==> src/rtl/tc0100scn_pkg.sv <==
// Shared definitions for the TC0100SCN ROM-channel responder.
package tc0100scn_pkg;

  // Width of the tilemap chip's rom_address bus.
  localparam int ROM_AW = 21;

  // Fetch sequencer states: wait for a request, read the low half, read the high half.
  typedef enum logic [1:0] {
    IDLE  = 2'd0,
    RD_LO = 2'd1,
    RD_HI = 2'd2
  } rom_state_t;

endpackage

==> src/rtl/tc0100scn_rom_responder.sv <==
// TC0100SCN ROM responder: services the chip's toggle-handshake 32-bit
// tile-row fetch by issuing two 16-bit reads on the shared SDRAM port.
// Optional build macro TC0100SCN_ROM_CACHE_EN adds a single-entry
// last-word cache that answers a repeated address in one cycle.
module tc0100scn_rom_responder
  import tc0100scn_pkg::*;
#(
  parameter int                MEM_AW    = 26,
  parameter logic [MEM_AW-1:0] BASE_ADDR = '0
) (
  input  logic              clk,
  input  logic              reset,
  input  logic [ROM_AW-1:0] rom_address,
  input  logic              rom_req,
  output logic              rom_ack,
  output logic [31:0]       rom_data,
  output logic [MEM_AW-1:0] mem_addr,
  output logic              mem_rd,
  input  logic              mem_ready,
  input  logic [15:0]       mem_data
);

  rom_state_t        state_q, state_d;
  logic [MEM_AW-1:0] ea_q, ea_d;
  logic [15:0]       lo_q, lo_d;
  logic [31:0]       rom_data_q, rom_data_d;
  logic              rom_ack_q, rom_ack_d;
  logic              mem_rd_q, mem_rd_d;
  logic [MEM_AW-1:0] mem_addr_q, mem_addr_d;

  logic              pending;
  logic              ready_ok;
  logic [MEM_AW-1:0] req_ea;
  logic              unused_addr_lsbs;

  // The word address ignores the byte-lane bits; the sum wraps within MEM_AW.
  assign req_ea           = BASE_ADDR + MEM_AW'({rom_address[ROM_AW-1:2], 2'b00});
  assign unused_addr_lsbs = ^rom_address[1:0];
  assign pending          = (rom_req != rom_ack_q);
  // A ready pulse only counts while a read is actually outstanding.
  assign ready_ok         = mem_ready && mem_rd_q;

`ifdef TC0100SCN_ROM_CACHE_EN
  logic              c_valid_q, c_valid_d;
  logic [MEM_AW-1:0] c_tag_q, c_tag_d;
  logic [31:0]       c_data_q, c_data_d;
  logic              cache_hit;

  assign cache_hit = c_valid_q && (c_tag_q == req_ea);
`endif

  // Next-state and output decode for the fetch sequencer.
  always_comb begin
    // NOTE: every variable gets a default first so no path can infer a latch.
    state_d    = state_q;
    ea_d       = ea_q;
    lo_d       = lo_q;
    rom_data_d = rom_data_q;
    rom_ack_d  = rom_ack_q;
    mem_rd_d   = mem_rd_q;
    mem_addr_d = mem_addr_q;
`ifdef TC0100SCN_ROM_CACHE_EN
    c_valid_d  = c_valid_q;
    c_tag_d    = c_tag_q;
    c_data_d   = c_data_q;
`endif

    case (state_q)
      IDLE: begin
        mem_rd_d = 1'b0;
        if (pending) begin
          ea_d = req_ea;
`ifdef TC0100SCN_ROM_CACHE_EN
          if (cache_hit) begin
            rom_data_d = c_data_q;
            rom_ack_d  = ~rom_ack_q;
          end else begin
            state_d    = RD_LO;
            mem_rd_d   = 1'b1;
            mem_addr_d = req_ea;
          end
`else
          state_d    = RD_LO;
          mem_rd_d   = 1'b1;
          mem_addr_d = req_ea;
`endif
        end
      end

      RD_LO: begin
        if (ready_ok) begin
          lo_d       = mem_data;
          mem_addr_d = ea_q + MEM_AW'(2);
          state_d    = RD_HI;
        end
      end

      RD_HI: begin
        if (ready_ok) begin
          rom_data_d = {mem_data, lo_q};
          rom_ack_d  = ~rom_ack_q;
          mem_rd_d   = 1'b0;
          state_d    = IDLE;
`ifdef TC0100SCN_ROM_CACHE_EN
          c_valid_d  = 1'b1;
          c_tag_d    = ea_q;
          c_data_d   = {mem_data, lo_q};
`endif
        end
      end

      default: begin
        state_d  = IDLE;
        mem_rd_d = 1'b0;
      end
    endcase
  end

  // State registers with synchronous reset; an in-flight fetch is dropped.
  always_ff @(posedge clk) begin
    // NOTE: sequential state uses non-blocking assignments so all registers update together.
    if (reset) begin
      state_q    <= IDLE;
      ea_q       <= '0;
      lo_q       <= '0;
      rom_data_q <= '0;
      rom_ack_q  <= 1'b0;
      mem_rd_q   <= 1'b0;
      mem_addr_q <= '0;
`ifdef TC0100SCN_ROM_CACHE_EN
      // NOTE: only the valid bit matters for correctness; tag/data are cleared for clean waveforms.
      c_valid_q  <= 1'b0;
      c_tag_q    <= '0;
      c_data_q   <= '0;
`endif
    end else begin
      state_q    <= state_d;
      ea_q       <= ea_d;
      lo_q       <= lo_d;
      rom_data_q <= rom_data_d;
      rom_ack_q  <= rom_ack_d;
      mem_rd_q   <= mem_rd_d;
      mem_addr_q <= mem_addr_d;
`ifdef TC0100SCN_ROM_CACHE_EN
      c_valid_q  <= c_valid_d;
      c_tag_q    <= c_tag_d;
      c_data_q   <= c_data_d;
`endif
    end
  end

  assign rom_ack  = rom_ack_q;
  assign rom_data = rom_data_q;
  assign mem_rd   = mem_rd_q;
  assign mem_addr = mem_addr_q;

endmodule

==> config.mk <==
export PLATFORM = sky130hd
export DESIGN_NAME = tc0100scn_rom_responder
export DESIGN_NICKNAME = d
export VERILOG_FILES = /design/src/rtl/tc0100scn_pkg.sv /design/src/rtl/tc0100scn_rom_responder.sv
export SDC_FILE = /design/constraint.sdc
export NUM_CORES = 1
export LEC_CHECK = 0
export BUFFER_PORTS_ARGS = -buffer_cell sky130_fd_sc_hd__buf_2
export CAP_MARGIN = 30
export CELL_PAD_IN_SITES_DETAIL_PLACEMENT = 1
export CELL_PAD_IN_SITES_GLOBAL_PLACEMENT = 2
export CORE_ASPECT_RATIO = 1.25
export CORE_MARGIN = 10
export CORE_UTILIZATION = 30
export CTS_BUF_LIST = sky130_fd_sc_hd__clkbuf_4 sky130_fd_sc_hd__clkbuf_8 sky130_fd_sc_hd__clkbuf_16
export CTS_CLUSTER_DIAMETER = 150
export DETAILED_ROUTE_END_ITERATION = 8
export GPL_ROUTABILITY_DRIVEN = 0
export PLACE_DENSITY = 0.82
export SLEW_MARGIN = 20
export SYNTH_ARGS = -nofsm -noshare
export SYNTH_HDL_FRONTEND = slang
export SYNTH_SLANG_ARGS = --single-unit
==> constraint.sdc <==
create_clock -name clk -period 1.64 [get_ports clk]
set_clock_uncertainty 0.1 [all_clocks]
set_input_delay 0.328 -clock clk [delete_from_list [all_inputs] [get_ports clk]]
set_output_delay 0.328 -clock clk [all_outputs]
set_load 0.03 [all_outputs]
Yosys cells after proc, flatten, opt, wreduce, memory -nomap -nowiden
Index checks and enable logic that the tools add are counted.

Bitwise gates (word level): 2. Equal/unequal tests: 6. Add/sub/neg operators: 1. Reductions and logical operators: 9. Mux-type cells: 10.

Operators with widths (count): $mux W26 (2); $pmux W26 S2 (1); $add A21 B2 Y22 const B (1); $reduce_and A2 Y1 (4); $mux W2 (3); $ne A2 B2 Y1 const B (3); $pmux W2 S3 (1); $reduce_and A3 Y1 (2); $pmux W1 S3 (1); $eq A2 B1 Y1 const B (1); $eq A2 B2 Y1 const B (1); $logic_not A2 Y1 (1); $mux W1 (2); $not A1 Y1 (2); $reduce_bool A2 Y1 (1); $logic_and A1 B1 Y1 (1); $ne A1 B1 Y1 (1).

Input port bits: 41. Output and inout port bits: 60. Register bits after elaboration: 97.

Logic depth before layout (Yosys ltp)
Depth in word-level cells: 3. Gate-level depth with buffers: 6. Depth with buffers taken out: 3.

Least setup slack after synthesis
Ideal clock, no wire load.

Path kind: reg2reg. From: register mem_rd_q (netlist: mem_rd). To: register mem_addr_q[10] (netlist: mem_addr[10]). Library setup time: 0.134 ns. Path buffers: 1. Data required time: 1.406 ns. Period minus slack after synthesis: 1.522 ns. Data arrival time: 1.288 ns. Setup slack: 0.118 ns. Cell stages (with the launch flop): 5. Path through: dfxtp_1 -> nand4b_2 -> o21ai_4 -> buf_6 -> a211oi_1.

Word-level cells in the longest chain between the ends: 3.

Ends and longest elaborated chain: from (decl) (RTL line tc0100scn_rom_responder.sv:28) `logic mem_rd_q, mem_rd_d;`; from (signal assigned) (RTL line tc0100scn_rom_responder.sv:142) `mem_rd_q <= mem_rd_d;`; $logic_and A1 B1 Y1 (RTL line tc0100scn_rom_responder.sv:41) `assign ready_ok = mem_ready && mem_rd_q;`; $ne A2 B2 Y1 (no line); $reduce_and A3 Y1 (no line); to (signal assigned) (RTL line tc0100scn_rom_responder.sv:143) `mem_addr_q <= mem_addr_d;`; to (decl) (RTL line tc0100scn_rom_responder.sv:29) `logic [MEM_AW-1:0] mem_addr_q, mem_addr_d;`.

No other way between the ends. A chain may end at the register's enable or synchronous reset.

Worst setup path after layout
From: register state_q[1]. To: register mem_addr_q[5] (netlist: mem_addr[5]).

Word-level cells in the longest chain between the ends: 3. Elaborated cells on any way between the ends: 7. Classes of those cells: 3 x eq/ne; 1 x mux; 3 x reduce/logical.

Ends and longest elaborated chain: from (decl) (RTL line tc0100scn_rom_responder.sv:23) `rom_state_t state_q, state_d;`; from (signal assigned) (RTL line tc0100scn_rom_responder.sv:137) `state_q <= state_d;`; $eq A2 B1 Y1 or $logic_not A2 Y1 (tied branches) (RTL line tc0100scn_rom_responder.sv:68) `case (state_q)`; $ne A2 B2 Y1 (no line) or $reduce_bool A2 Y1 (tied branches); $reduce_and A3 Y1 (no line).

Parallel ways exist; a longest one is shown, timed or not.

==> run_results.csv <==
group,metric,value,unit
detailed_routing,drc_errors,0,
pwr,p_leak,1.82,nW
setup_path,critPathKind,"register to register",
cts,postCtsHoldBufs,0,
cts,postCtsSetupRepairBufs,0,
cts,cts-root-buf,"clkbuf_16",
yosys,syn_area_per_cell,8.59,um2
pwr,ir_drop,0.000573,V
global_route,first_global_vias,3368,
setup_path,crit_arrival,1.60,ns
yosys,ys_ff_latch,91,
timing,slew_viol_final,0,
detailed_routing,vias,3247,
floorplan,start_util,30.8,%
finish,fin_nets,540,
floorplan,dieArea,16800,um2
setup_path,crit_path_end,"mem_addr[5]$_SDFFE_PP0P_",
finish,utilization,39.3,%
setup_path,critPathLaunch,"state_q[1]$_SDFFE_PP0P_",
detailed_routing,wire_per_inst,16.1,um
cts,cts_buffers,9,
pwr,finalPower,5.26,mW
floorplan,core_area,11700,um2
cts,cts_tree,"built",
cts,cts_resized,0,
detailed_routing,route.detailed.vias_per_inst,4.89,
setup_path,ff2ff_setup_slack,0.15,ns
place,portBuffers,92,
floorplan,num_io_pins,101,
finish,area_delta_synth_final,27.8,%
timing,clock.fmax,0.671,GHz
floorplan,die_x,118,um
timing,hold_viol_final,0,
cts,clk_pin_slew_worst_paths,0.06,ns
finish,diodes,0,
finish,drive_gt1_share,26.0,%
floorplan,rows,44,
timing,min_period_over_period,90.9,%
pwr,pwr_density_cell,1140,nW/um2
yosys,synth_area,3590,um2
yosys,synth_cell_type_count,23,
global_route,grt_start_max_net_pins,44,
setup_path,crit_fanout,24,
cts,cts_buffer_depth,2,
detailed_routing,drtPass1Iterations,4,
cts,cts_sinks,91,
global_route,antenna_found_initial,0,
cts,cts.htree.levels,3,
run_status,outcome,"finished, final reports clean",
yosys,netlist_instances,418,
cts,insertion_delay,0.33,ns
setup_path,crit_required,1.75,ns
floorplan,die_height,142,um
setup_path,rr_endpoint,"mem_addr[5]$_SDFFE_PP0P_",
timing,finalSetupTns,0,ns
run,cap_viol_max_count,0,
timing,fin_crit,1.49,ns
worst_hold_path,hp-class,"input port to register",
setup_path,r2r_start,"state_q[1]$_SDFFE_PP0P_",
yosys,ys_warn_count,0,
setup_path,reg2reg_depth,4,
timing,rsz0062_at_grt,"false",
detailed_routing,initialDrtViolationCount,97,
detailed_routing,drt-total-wl,10700,um
place,dpl.hpwl,7410,um
yosys,yosysSeqAreaShare,50.7,%
detailed_routing,ant_nets,0,
global_route,track_usage,12.7,%
timing,setup-violations-final,0,
global_route,grt_first_pass_wirelength,17600,um
global_route,grt_overflow,0,
setup_path,cp-start-kind,"register",
setup_path,worstSetupEndpointType,"register",
[synth_stat cells]
| master | number | area [um2] |
|---|---|---|
| nand2_1 | 99 | 372 |
| dfxtp_1 | 91 | 1820 |
| a21oi_1 | 72 | 360 |
| a211oi_1 | 38 | 285 |
| o21ai_0 | 21 | 105 |
| mux2i_1 | 19 | 190 |
| nand3_1 | 19 | 95.1 |
| clkbuf_1 | 16 | 60.1 |
| buf_2 | 14 | 70.1 |
| buf_4 | 9 | 67.6 |
| buf_6 | 3 | 33.8 |
| nor2_1 | 3 | 11.3 |
| and4b_1 | 2 | 20.0 |
| clkbuf_2 | 2 | 10.0 |
| xnor2_1 | 2 | 17.5 |
| conb_1 | 1 | 3.75 |
| nand4b_1 | 1 | 8.76 |
| nand4b_2 | 1 | 15.0 |
| nor2b_1 | 1 | 6.26 |
| nor3b_1 | 1 | 7.51 |
| o21ai_4 | 1 | 16.3 |
| or2_2 | 1 | 6.26 |
| xor2_1 | 1 | 8.76 |
[cells by family (layout without fill, tap and decap cells)]
kind of cell	Yosys count	count (layout)	share of synthesized area, %
AO/OA/AOI/OAI	132	132	21.4
AND/OR/NAND/NOR	128	128	15.1
flip-flops	91	91	50.7
buffers and inverters	44	124	6.72
multiplexers	19	19	5.29
XOR/XNOR	3	3	0.732
other	1	6	0.104
[layout by cell type, fill, tap and decap left out, drive strengths merged]
master  instances
a21oi          72
nand4b          2
dfxtp          91
nor2            3
nor2b           1
a211oi         38
or2             1
conb            6
nor3b           1
nand2          99
xor2            1
mux2i          19
bufinv          2
buf           109
clkbuf         11
nand3          19
clkinv          2
o21ai          22
and4b           2
xnor2           2
[area by class of cell]
| cell class | instances | area [um2] |
|---|---|---|
| clock inverters | 4 | 73.8 |
| multi-input cells | 288 | 1570 |
| fillers | 1416 | 7080 |
| well taps | 161 | 201 |
| flip-flops and latches | 91 | 1820 |
| repair buffers | 109 | 676 |
| clock buffers | 11 | 253 |
[state kept, by name, indices dropped and copies added, names as in the netlist]
name,flops
ea_q,19
lo_q,16
mem_addr,20
mem_rd,1
rom_ack,1
rom_data,32
state_q,2
[critical path, stage by stage, from the launching register on]
cell,delay [ns]
dfxtp_1,0.47
and4b_1,0.28
buf_12,0.18
a211oi_1,0.26
a211oi_1,0.09
[per-layer routing]
layer	part of all wire, %	track usage [%]	up-vias
met3	4.9	3.89	7
met2	49	22.1	66
met5	0	0	-
li1	-	-	1595
met4	0.85	3.32	0
met1	45	14.7	1579
[worst min path at each step]
stage | startpoint | to | slack (ns) | cells after the start
6_report | mem_data[4] | rom_data[20]$_SDFFE_PP0P_ | 0.15 | 3
5_1_grt | mem_data[15] | lo_q[15]$_SDFFE_PP0P_ | 0.15 | 3
4_1_cts | mem_data[1] | rom_data[17]$_SDFFE_PP0P_ | 0.13 | 3
3_5_place_dp | rom_data[14]$_SDFFE_PP0P_ | rom_data[14]$_SDFFE_PP0P_ | 0.34 | 2
3_3_place_gp | rom_data[28]$_SDFFE_PP0P_ | rom_data[28]$_SDFFE_PP0P_ | 0.34 | 2
2_1_floorplan | lo_q[0]$_SDFFE_PP0P_ | rom_data[0]$_SDFFE_PP0P_ | 0.33 | 2
[where the power goes]
group / internal [mW] / switching, mW / total [mW]
logic: 0.242 / 0.417 / 0.658
registers: 2.30 / 0.0546 / 2.36
clock network: 1.41 / 0.831 / 2.24
[through the flow]
step,instances,cell area [um2],setup slack [ns],hold slack [ns]
final,664,4590,0.149,0.147
after detailed placement,649,4260,0.0972,0.344
after CTS,664,4590,0.0457,0.133
after global routing,664,4590,0.0441,0.147
after floorplan,423,3610,0.118,0.332
after global placement,649,4260,0.196,0.339
Note: power is estimated with default switching activity, not from simulation.
